`config.mk`:
```
export PLATFORM = sky130hd
export DESIGN_NAME = axi_stream_insert_header
export DESIGN_NICKNAME = d
export VERILOG_FILES = /design/src/rtl/axis_ins_hdr_pkg.sv /design/src/rtl/axis_ins_hdr_fifo.sv /design/src/rtl/axi_stream_insert_header.sv
export SDC_FILE = /design/constraint.sdc
export NUM_CORES = 1
export LEC_CHECK = 0
export ABC_CLOCK_PERIOD_IN_PS = 6600
export CAP_MARGIN = 5
export CELL_PAD_IN_SITES_DETAIL_PLACEMENT = 0
export CELL_PAD_IN_SITES_GLOBAL_PLACEMENT = 1
export CORE_MARGIN = 2
export CORE_UTILIZATION = 55
export CTS_CLUSTER_SIZE = 12
export DETAILED_ROUTE_END_ITERATION = 10
export DONT_BUFFER_PORTS = 1
export PLACE_DENSITY = 0.82
export SLEW_MARGIN = 5
export SYNTH_ARGS = -nofsm -noshare
export SYNTH_HDL_FRONTEND = slang
export SYNTH_SLANG_ARGS = --single-unit
```
`constraint.sdc`:
```
create_clock -name clk -period 6.6 [get_ports clk]
set_clock_uncertainty 0.05 [all_clocks]
set_input_delay 0 -clock clk [delete_from_list [all_inputs] [get_ports clk]]
set_output_delay 0 -clock clk [all_outputs]
set_load 0.02 [all_outputs]
```
`src/rtl/axis_ins_hdr_pkg.sv`:
```
// Shared types and defaults for the AXI-Stream header inserter.
// Used by axi_stream_insert_header and its payload FIFO.
package axis_ins_hdr_pkg;

  localparam int unsigned DEF_DATA_WIDTH  = 32;
  localparam int unsigned DEF_KEEP_WIDTH  = DEF_DATA_WIDTH / 8;
  localparam int unsigned DEF_FIFO_DEPTH  = 8;
  localparam int unsigned DEF_ENTRY_WIDTH = DEF_DATA_WIDTH + DEF_KEEP_WIDTH + 1;

  typedef enum logic {
    ST_HDR  = 1'b0,
    ST_BODY = 1'b1
  } state_e;

  // One FIFO entry packs {data, keep, last}.
  function automatic int unsigned entry_width(input int unsigned data_w,
                                              input int unsigned keep_w);
    return data_w + keep_w + 1;
  endfunction

endpackage

```
`src/rtl/axis_ins_hdr_fifo.sv`:
```
// Synchronous payload FIFO with wrap-bit pointers and same-cycle push/pop.
// A push while full is only taken when a pop happens in the same cycle.
module axis_ins_hdr_fifo
  import axis_ins_hdr_pkg::*;
#(
  parameter int unsigned WIDTH = DEF_ENTRY_WIDTH,
  parameter int unsigned DEPTH = DEF_FIFO_DEPTH
) (
  input  logic             clk,
  input  logic             rst,
  input  logic             push_i,
  input  logic [WIDTH-1:0] wdata_i,
  input  logic             pop_i,
  output logic [WIDTH-1:0] rdata_o,
  output logic             full_o,
  output logic             empty_o
);

  localparam int unsigned AW = $clog2(DEPTH);

  logic [WIDTH-1:0] mem_q [DEPTH];
  logic [AW:0]      wr_ptr_q;
  logic [AW:0]      rd_ptr_q;
  logic             do_push;
  logic             do_pop;

  assign empty_o = (wr_ptr_q == rd_ptr_q);
  assign full_o  = (wr_ptr_q[AW] != rd_ptr_q[AW]) &&
                   (wr_ptr_q[AW-1:0] == rd_ptr_q[AW-1:0]);
  assign do_pop  = pop_i && !empty_o;
  assign do_push = push_i && (!full_o || do_pop);
  assign rdata_o = mem_q[rd_ptr_q[AW-1:0]];

  // NOTE: storage is deliberately not reset; the pointers alone define which entries are valid.
  always_ff @(posedge clk) begin
    if (do_push) begin
      mem_q[wr_ptr_q[AW-1:0]] <= wdata_i;
    end
  end

  // NOTE: sequential state always uses <= so every register samples pre-edge values.
  always_ff @(posedge clk or negedge rst) begin
    if (!rst) begin
      wr_ptr_q <= '0;
      rd_ptr_q <= '0;
    end else begin
      if (do_push) wr_ptr_q <= wr_ptr_q + 1'b1;
      if (do_pop)  rd_ptr_q <= rd_ptr_q + 1'b1;
    end
  end

endmodule

```
`src/rtl/axi_stream_insert_header.sv`:
```
// Prepends one header word to every AXI-Stream packet; payload is buffered in a FIFO.
// Define AXIS_INS_HDR_OVF_EN to add a sticky 'overflow' output for dropped payload beats.
module axi_stream_insert_header
  import axis_ins_hdr_pkg::*;
#(
  parameter int unsigned DATA_WIDTH = DEF_DATA_WIDTH,
  parameter int unsigned KEEP_WIDTH = DATA_WIDTH / 8,
  parameter int unsigned FIFO_DEPTH = DEF_FIFO_DEPTH
) (
  input  logic                  clk,
  input  logic                  rst,
  input  logic [DATA_WIDTH-1:0] data_insert,
  input  logic                  valid_insert,
  output logic                  ready_insert,
  input  logic [DATA_WIDTH-1:0] data_in,
  input  logic                  last_in,
  input  logic [KEEP_WIDTH-1:0] keep_in,
  input  logic                  valid_in,
  output logic [DATA_WIDTH-1:0] data_out,
  output logic                  last_out,
  output logic [KEEP_WIDTH-1:0] keep_out,
  output logic                  valid_out,
`ifdef AXIS_INS_HDR_OVF_EN
  output logic                  overflow,
`endif
  input  logic                  ready_out
);

  localparam int unsigned ENTRY_W = entry_width(DATA_WIDTH, KEEP_WIDTH);

  state_e                state_q;
  logic [DATA_WIDTH-1:0] data_q;
  logic [KEEP_WIDTH-1:0] keep_q;
  logic                  last_q;
  logic                  valid_q;

  logic                  load_ok;
  logic                  pop;
  logic                  push;
  logic                  fifo_full;
  logic                  fifo_empty;
  logic [ENTRY_W-1:0]    wr_entry;
  logic [ENTRY_W-1:0]    rd_entry;
  logic [DATA_WIDTH-1:0] rd_data;
  logic [KEEP_WIDTH-1:0] rd_keep;
  logic                  rd_last;

  assign load_ok = !valid_q || ready_out;
  assign pop     = (state_q == ST_BODY) && load_ok && !fifo_empty;
  // A full FIFO still accepts a beat when the same cycle frees a slot.
  assign push    = valid_in && (!fifo_full || pop);

  assign wr_entry                   = {data_in, keep_in, last_in};
  assign {rd_data, rd_keep, rd_last} = rd_entry;

  assign ready_insert = (state_q == ST_HDR) && load_ok;

  axis_ins_hdr_fifo #(
    .WIDTH (ENTRY_W),
    .DEPTH (FIFO_DEPTH)
  ) u_fifo (
    .clk     (clk),
    .rst     (rst),
    .push_i  (push),
    .wdata_i (wr_entry),
    .pop_i   (pop),
    .rdata_o (rd_entry),
    .full_o  (fifo_full),
    .empty_o (fifo_empty)
  );

  always_ff @(posedge clk or negedge rst) begin
    if (!rst) begin
      state_q <= ST_HDR;
      data_q  <= '0;
      keep_q  <= '0;
      last_q  <= 1'b0;
      valid_q <= 1'b0;
    end else begin
      case (state_q)
        ST_HDR: begin
          if (load_ok) begin
            if (valid_insert) begin
              data_q  <= data_insert;
              keep_q  <= '1;
              last_q  <= 1'b0;
              valid_q <= 1'b1;
              state_q <= ST_BODY;
            end else begin
              valid_q <= 1'b0;
            end
          end
        end
        ST_BODY: begin
          if (load_ok) begin
            if (!fifo_empty) begin
              data_q  <= rd_data;
              keep_q  <= rd_keep;
              last_q  <= rd_last;
              valid_q <= 1'b1;
              if (rd_last) state_q <= ST_HDR;
            end else begin
              valid_q <= 1'b0;
            end
          end
        end
        default: state_q <= ST_HDR;
      endcase
    end
  end

  assign data_out  = data_q;
  assign keep_out  = keep_q;
  assign last_out  = last_q;
  assign valid_out = valid_q;

`ifdef AXIS_INS_HDR_OVF_EN
  logic drop;
  logic overflow_q;

  assign drop = valid_in && fifo_full && !pop;

  always_ff @(posedge clk or negedge rst) begin
    if (!rst) overflow_q <= 1'b0;
    else if (drop) overflow_q <= 1'b1;
  end

  assign overflow = overflow_q;
`endif

endmodule

```
==> flow_summary.yaml, run 1 <==
setup_path:
  crit_path_start: "u_fifo.rd_ptr_q[1]"
  reg2reg_to: "u_fifo.mem_q[0][11]"
  worstSetupEndpointType: "flip-flop"
  cp_max_fo: 78
  cp_slowest_stage_delay_ns: 1.16
  ff2ff_path_depth: 5
  cpMaxStageDelayCell: "dfrtp_4"
  path_cells: "xnor2_1 > nand3_1 > o21ai_1 > nor4_2 > buf_4"
  cp-start-kind: "flip-flop"
  worst_ep_required_time_ns: 6.68
  reg2reg_slack_ns: 2.97
  crit_arrival_ns: 3.71
  setup.worst_path.class: "reg2reg"
  regToRegStartpoint: "u_fifo.rd_ptr_q[1]"
  cp-endpoint: "u_fifo.mem_q[0][11]"
sta:
  period_minus_slack_ns: 3.63
  min_period_over_period: 0.550
  setup_tns_ns: 0
  whs_ns: 0.0252
  setup_viol: 0
  rsz0062_at_grt: "false"
  finalHoldViolations: 0
  fmax_mhz: 275
  slew_headroom: 0.240
  setup_slack_ns: 2.97
  tightest_slew_ns: 1.14
  slew_viol_final: 0
clock_tree:
  cts_hold_buf: 75
  cts_buffers: 35
  insertion_delay_ns: 0.50
  htree_levels: 2
  cts_buffer_depth: 3
  clk_pin_slew_worst_paths_ns: 0.06
  post_cts_buffers: 0
  cts.sinks: 343
  cts_tree: "done"
  cts_root_buffer: "clkbuf_16"
  cts_resized: 0
layout:
  syn2layout_area_growth_pct: 15.4
  nNetsFinal: 777
  ff_latch_area_sq_mm: 0.0101
  fin_area_sq_mm: 0.0153
  final_layout_size_suffix_gt1_frac: 0.182
  multi_input_area_sq_mm: 0.00300
  nFillCells: 1555
synthesis:
  synth.most_common_cell: "edfxtp_1"
  synth.avg_cell_area_sq_um: 21.5
  synth_top_cell_by_area: "edfxtp_1"
  synthesis.area_sq_mm: 0.0133
  synth-edff-count: 296
  synth_top_area_share: 0.668
  synthArstFlopShare: 0.137
  synthesis.nets: 694
  yosysWarnings: 0
  synth_cells: 618
  synth_ff_type: "edfxtp_1"
  yosys-top-cells-area: "edfxtp_1 (67%), mux4_2 (11%), dfrtp_1 (8.8%)"
  synth_commonest_cells: "edfxtp_1 (296), mux4_2 (63), dfrtp_1 (47)"
  seq_area_frac_synth: 0.757
  ys_seq_elements: 343
  synth_cell_types: 34
drt:
  dr_total_vias: 6481
  via_per_inst: 6.20
  antenna_left: 0
  drc: 0
  wl_per_cell_um: 25.8
  drtPass1Iterations: 5
  routed_wl_um: 27000
  drtIter0Drc: 631
power_and_ir_drop:
  power_frac_seq: 0.478
  comb_power_share: 0.262
  finalPower_uw: 6880
  ir_drop_mv: 0.274
  clock_power_share: 0.260
  p_sw_frac: 0.313
  p_leak_uw: 0.00515
  powerDensity_mw_per_mm2: 448
  switching_power_uw: 2150
  power.internal_uw: 4720
floorplanning:
  die_x_um: 159
  dieArea_sq_mm: 0.0254
  dieHeight_um: 159
  core_area_sq_mm: 0.0236
  start_util: 0.563
  rows: 56
  ios: 113
run:
  cap_violations: 0
placement:
  post-place-ws_ns: 2.91
  port_buffers: 0
  globalplace.congestion: 0.725
  placed_area_sq_mm: 0.0136
  post-dp-hpwl_um: 14400
global_routing:
  grt.overflow.total: 0
  grt_pass1_vias: 6822
  grt_max_degree: 79
  grt_pass1_wl_um: 41100
  track_usage: 0.215
  antenna_found_initial: 1
run_status:
  status: "completed"
worst_hold_path:
  min-delay-path-class: "in2async"
-- worst min-delay path by stage --
stage	depth (start not counted)	slack [ns]	end
4_1_cts	2	0.02	data_out[14]
3_5_place_dp	0	-0.34	data_out[12]
6_report	2	0.03	u_fifo.wr_ptr_q[1]
2_1_floorplan	0	-0.35	data_out[0]
5_1_grt	2	0.03	data_out[15]
3_3_place_gp	0	-0.34	data_out[12]
-- cells by family (layout without fill, tap and decap cells) --
group | Yosys count | count (layout) | synth area share
adder cells (fa/ha/maj) | 2 | 2 | 0.00188
multiplexers | 113 | 113 | 0.158
AND/OR/NAND/NOR | 60 | 60 | 0.0227
flip-flops | 343 | 343 | 0.757
XOR/XNOR | 10 | 10 | 0.00659
other | 0 | 1 | 0
AO/OA/AOI/OAI | 49 | 49 | 0.0318
buffers and inverters | 41 | 149 | 0.0221
-- power groups by stage --
stage,registers [uW],clock network (uW),logic [uW]
after floorplan,3120,0,1560
after global placement,3300,0,1710
after detailed placement,3320,0,1750
after CTS,3290,1810,1820
after global routing,3330,1900,1940
final,3290,1790,1800
-- per-layer routing --
layer  up-vias  GRT usage  wire length, um
met3        47     0.0391             1720
met1      3413      0.299            11000
met2       248      0.352            13500
met5         -          0                0
li1       2773          -                -
met4         0     0.0661              700
-- critical path, delay by kind of cell, from the launching register on --
kind,cells,cell delay (ns)
buf+inv,1,0.58
flops,1,1.16
compound gates,1,0.26
xor+xnor,1,0.24
simple gates,2,0.93
-- cells in the final DEF, fill, tap and decap left out, types with 2 or more instances in the layout --
cell type,netlist,final
edfxtp_1,296,296
a21oi_1,3,2
nand3_1,2,2
buf_4,6,11
o211ai_1,2,2
mux4_2,63,63
clkbuf_16,0,35
nor2_1,6,4
nand2b_1,3,3
a21o_1,2,2
dfrtp_1,47,44
xor2_1,3,3
nor3_1,39,35
clkinv_2,0,3
ha_1,2,2
dlygate4sd3_1,0,74
nor3_2,0,4
o21ai_1,5,5
nand2_1,4,3
xnor2_1,7,7
o22ai_1,4,4
mux2_2,2,2
dfrtp_4,0,2
a221o_1,32,32
nor2_4,0,2
mux4_1,11,11
mux2i_1,37,37
clkbuf_1,8,22
-- registers in the layout, summed over array words and instances, names as in the netlist --
signal,cells
data_out,32
keep_out,4
last_out,1
state_q,1
u_fifo.mem_q,296
u_fifo.rd_ptr_q,4
u_fifo.wr_ptr_q,4
valid_out,1
-- final cells by class --
class,count,area share
diodes,1,0.000163
clock buffers,57,0.0625
repair buffers,86,0.0555
flip-flops and latches,343,0.657
multi-input cells,234,0.195
inverters,1,0.000245
well taps,319,0.0260
clock inverters,5,0.00351
-- metrics by stage --
stage,instances,utilization
after floorplan,618,-
after global placement,908,0.574
after detailed placement,908,0.574
after CTS,1045,0.649
after global routing,1045,0.649
final,1046,0.650
Note: power is estimated with default switching activity, not from simulation.
==> run 2, diff against run 1 <==
--- a/config.mk
+++ b/config.mk
@@ -5,16 +5,17 @@
 export SDC_FILE = /design/constraint.sdc
 export NUM_CORES = 1
 export LEC_CHECK = 0
-export ABC_CLOCK_PERIOD_IN_PS = 6600
+export ABC_AREA = 1
+export ABC_CLOCK_PERIOD_IN_PS = 3000
 export CAP_MARGIN = 5
 export CELL_PAD_IN_SITES_DETAIL_PLACEMENT = 0
 export CELL_PAD_IN_SITES_GLOBAL_PLACEMENT = 1
 export CORE_MARGIN = 2
-export CORE_UTILIZATION = 55
+export CORE_UTILIZATION = 45
 export CTS_CLUSTER_SIZE = 12
 export DETAILED_ROUTE_END_ITERATION = 10
 export DONT_BUFFER_PORTS = 1
-export PLACE_DENSITY = 0.82
+export PLACE_DENSITY = 0.79
 export SLEW_MARGIN = 5
 export SYNTH_ARGS = -nofsm -noshare
 export SYNTH_HDL_FRONTEND = slang
==> constraint.sdc (replaced) <==
create_clock -name clk -period 3 [get_ports clk]
set_clock_uncertainty 0.05 [all_clocks]
set_input_delay 0 -clock clk [delete_from_list [all_inputs] [get_ports clk]]
set_output_delay 0 -clock clk [all_outputs]
set_load 0.02 [all_outputs]
==> run 2 against run 1 <==
  * Die area up 35%
  * Register-to-register slack worse by 2.8 ns
  * Global-route usage down 0.73 points
  * Largest power group unchanged
  * Via count up 54%
  * Combinational power rose to 3.2 times the previous value
  * Critical path type unchanged
  * The run now ends with negative hold slack left
==> flow_summary.yaml, run 2 <==
synthesis:
  yosysWarnings: 0
  synthArstFlopShare: 0.137
  synth.avg_cell_area_sq_um: 10.2
  ys_seq_elements: 343
  synthesis.nets: 1528
  seq_area_frac_synth: 0.680
  synth-edff-count: 296
  synth.most_common_cell: "nand2_1"
  synthesis.area_sq_mm: 0.0148
  yosys-top-cells-area: "edfxtp_1 (60%), nand2_1 (12%), nand3_1 (8.9%)"
  synth_cells: 1452
  synth_cell_types: 23
  synth_commonest_cells: "nand2_1 (465), edfxtp_1 (296), nand3_1 (264)"
  synth_top_cell_by_area: "edfxtp_1"
  synth_ff_type: "edfxtp_1"
  synth_top_area_share: 0.600
drt:
  via_per_inst: 4.99
  drc: 0
  antenna_left: 0
  drtPass1Iterations: 5
  drtIter0Drc: 674
  routed_wl_um: 34900
  dr_total_vias: 9974
  wl_per_cell_um: 17.4
floorplanning:
  dieHeight_um: 185
  die_x_um: 185
  rows: 66
  core_area_sq_mm: 0.0325
  start_util: 0.456
  ios: 113
  dieArea_sq_mm: 0.0344
clock_tree:
  cts_resized: 0
  cts_buffers: 38
  insertion_delay_ns: 0.51
  cts_root_buffer: "clkbuf_16"
  cts_buffer_depth: 3
  cts.sinks: 343
  post_cts_buffers: 0
  cts_tree: "done"
  htree_levels: 2
  clk_pin_slew_worst_paths_ns: 0.06
sta:
  whs_ns: -0.00670
  setup_viol: 0
  tightest_slew_ns: 0.971
  min_period_over_period: 0.929
  finalHoldViolations: 6
  period_minus_slack_ns: 2.79
  rsz0062_at_grt: "false"
  fmax_mhz: 359
  slew_viol_final: 0
  slew_headroom: 0.352
setup_path:
  cp_max_fo: 38
  worstSetupEndpointType: "flip-flop"
  reg2reg_to: "data_out[13]"
  crit_path_frequent_cell: "nand2_1"
  regToRegStartpoint: "state_q"
  reg2reg_slack_ns: 0.21
  worst_ep_required_time_ns: 3.34
  ff2ff_path_depth: 8
  setup.worst_path.class: "reg2reg"
  cp_slowest_stage_delay_ns: 0.55
  cpMaxStageDelayCell: "inv_1"
  crit_arrival_ns: 3.13
  path_cells: "buf_4 > inv_1 > buf_4 > nand2_1 > nand2_1 > nand2_1 > nand2_1 > dlygate4sd3_1"
  cp-start-kind: "flip-flop"
  crit_path_start: "state_q"
layout:
  instances_no_fill: 2000
  final_layout_size_suffix_gt1_frac: 0.0803
  largest_reg_flops: 296
  fin_area_sq_mm: 0.0173
  mostFrequentLayoutCells: "nand2_1 (464), edfxtp_1 (296), nand3_1 (264)"
  nNetsFinal: 1603
  syn2layout_area_growth_pct: 16.5
  final_common_cell: "nand2_1"
global_routing:
  grt_pass1_wl_um: 54200
  grt.overflow.total: 0
  track_usage: 0.207
  antenna_found_initial: 2
  grt_max_degree: 89
  grt_pass1_vias: 9685
placement:
  post-dp-hpwl_um: 19600
  dp_cells: 1850
  globalplace.congestion: 0.778
  placed_area_sq_mm: 0.0153
  port_buffers: 0
run_status:
  status: "finished with violations"
  violations: "negative hold slack"
power_and_ir_drop:
  switching_power_uw: 6450
  p_sw_frac: 0.382
  p_leak_uw: 0.00737
  finalPower_uw: 16900
  powerDensity_mw_per_mm2: 978
  power.internal_uw: 10400
  power_frac_seq: 0.404
  clock_power_share: 0.255
  ir_drop_mv: 0.676
  comb_power_share: 0.341
run:
  cap_violations: 0
worst_hold_path:
  min-delay-path-class: "in2async"
run 2: final cells by class:
cell class                 instances  area [sq um]
clock inverter                     9          47.5
inverter                         202           761
multi-input combinational        830          3660
clock buffer                      60          1100
sequential                       343         10100
fill                            2791         15200
antenna                            2          5.00
timing repair buffer             112          1060
tap                              442           553
run 2: metrics by stage:
stage | setup TNS (ns) | util | setup WS [ns] | hold WS [ns]
after detailed placement | 0 | 0.471 | 0.679 | -0.344
after global routing | 0 | 0.532 | 0.0279 | 0.0324
final | 0 | 0.532 | 0.212 | -0.00670
after floorplan | -124.20 | - | -1.09 | -0.346
after global placement | 0 | 0.471 | 0.743 | -0.344
after CTS | 0 | 0.532 | 0.243 | 0.00209
run 2: worst max path at each step:
stage,to,slack (ns),cells past startpoint
global route,data_out[31],0.03,8
floorplan,u_fifo.mem_q[5][0],-1.09,8
CTS,data_out[16],0.24,8
detailed placement,u_fifo.mem_q[6][26],0.68,8
global placement,u_fifo.mem_q[6][29],0.74,8
finish,data_out[13],0.21,8
run 2: kinds of logic after synthesis:
| group | after synthesis | share of synthesized area |
|---|---|---|
| fa+ha+maj | 2 | 0.00169 |
| xor+xnor | 7 | 0.00465 |
| simple gates | 814 | 0.233 |
| compound gates | 7 | 0.00346 |
| buf+inv | 279 | 0.0771 |
| flops | 343 | 0.680 |
run 2: power groups by stage:
stage	Clock (uW)	Combinational (uW)	Sequential, uW
2_1_floorplan	0	4100	6800
3_3_place_gp	0	5470	6890
3_5_place_dp	0	5540	6910
4_1_cts	4390	5800	6820
5_1_grt	4590	6490	6890
6_report	4310	5750	6810
run 2: repair_timing:
action,4_1_cts,5_1_grt
hold endpoints to repair,382,0
hold buffers,79,0
endpoints found under the setup margin,0,0
run 2: metal layers:
layer | wire length (um) | global-route usage | vias to the layer above | share of wire
li1 | - | - | 4865 | -
met1 | 15400 | 0.276 | 4792 | 0.44
met2 | 16700 | 0.345 | 261 | 0.48
met3 | 1850 | 0.0372 | 56 | 0.053
met4 | 921 | 0.0683 | 0 | 0.026
met5 | 0 | 0 | - | 0
run 2: critical path: cells and delay by family, from the launching register on:
kind	cells	cell delay, ns
buf+inv	4	1.98
flops	1	0.39
simple gates	4	0.24
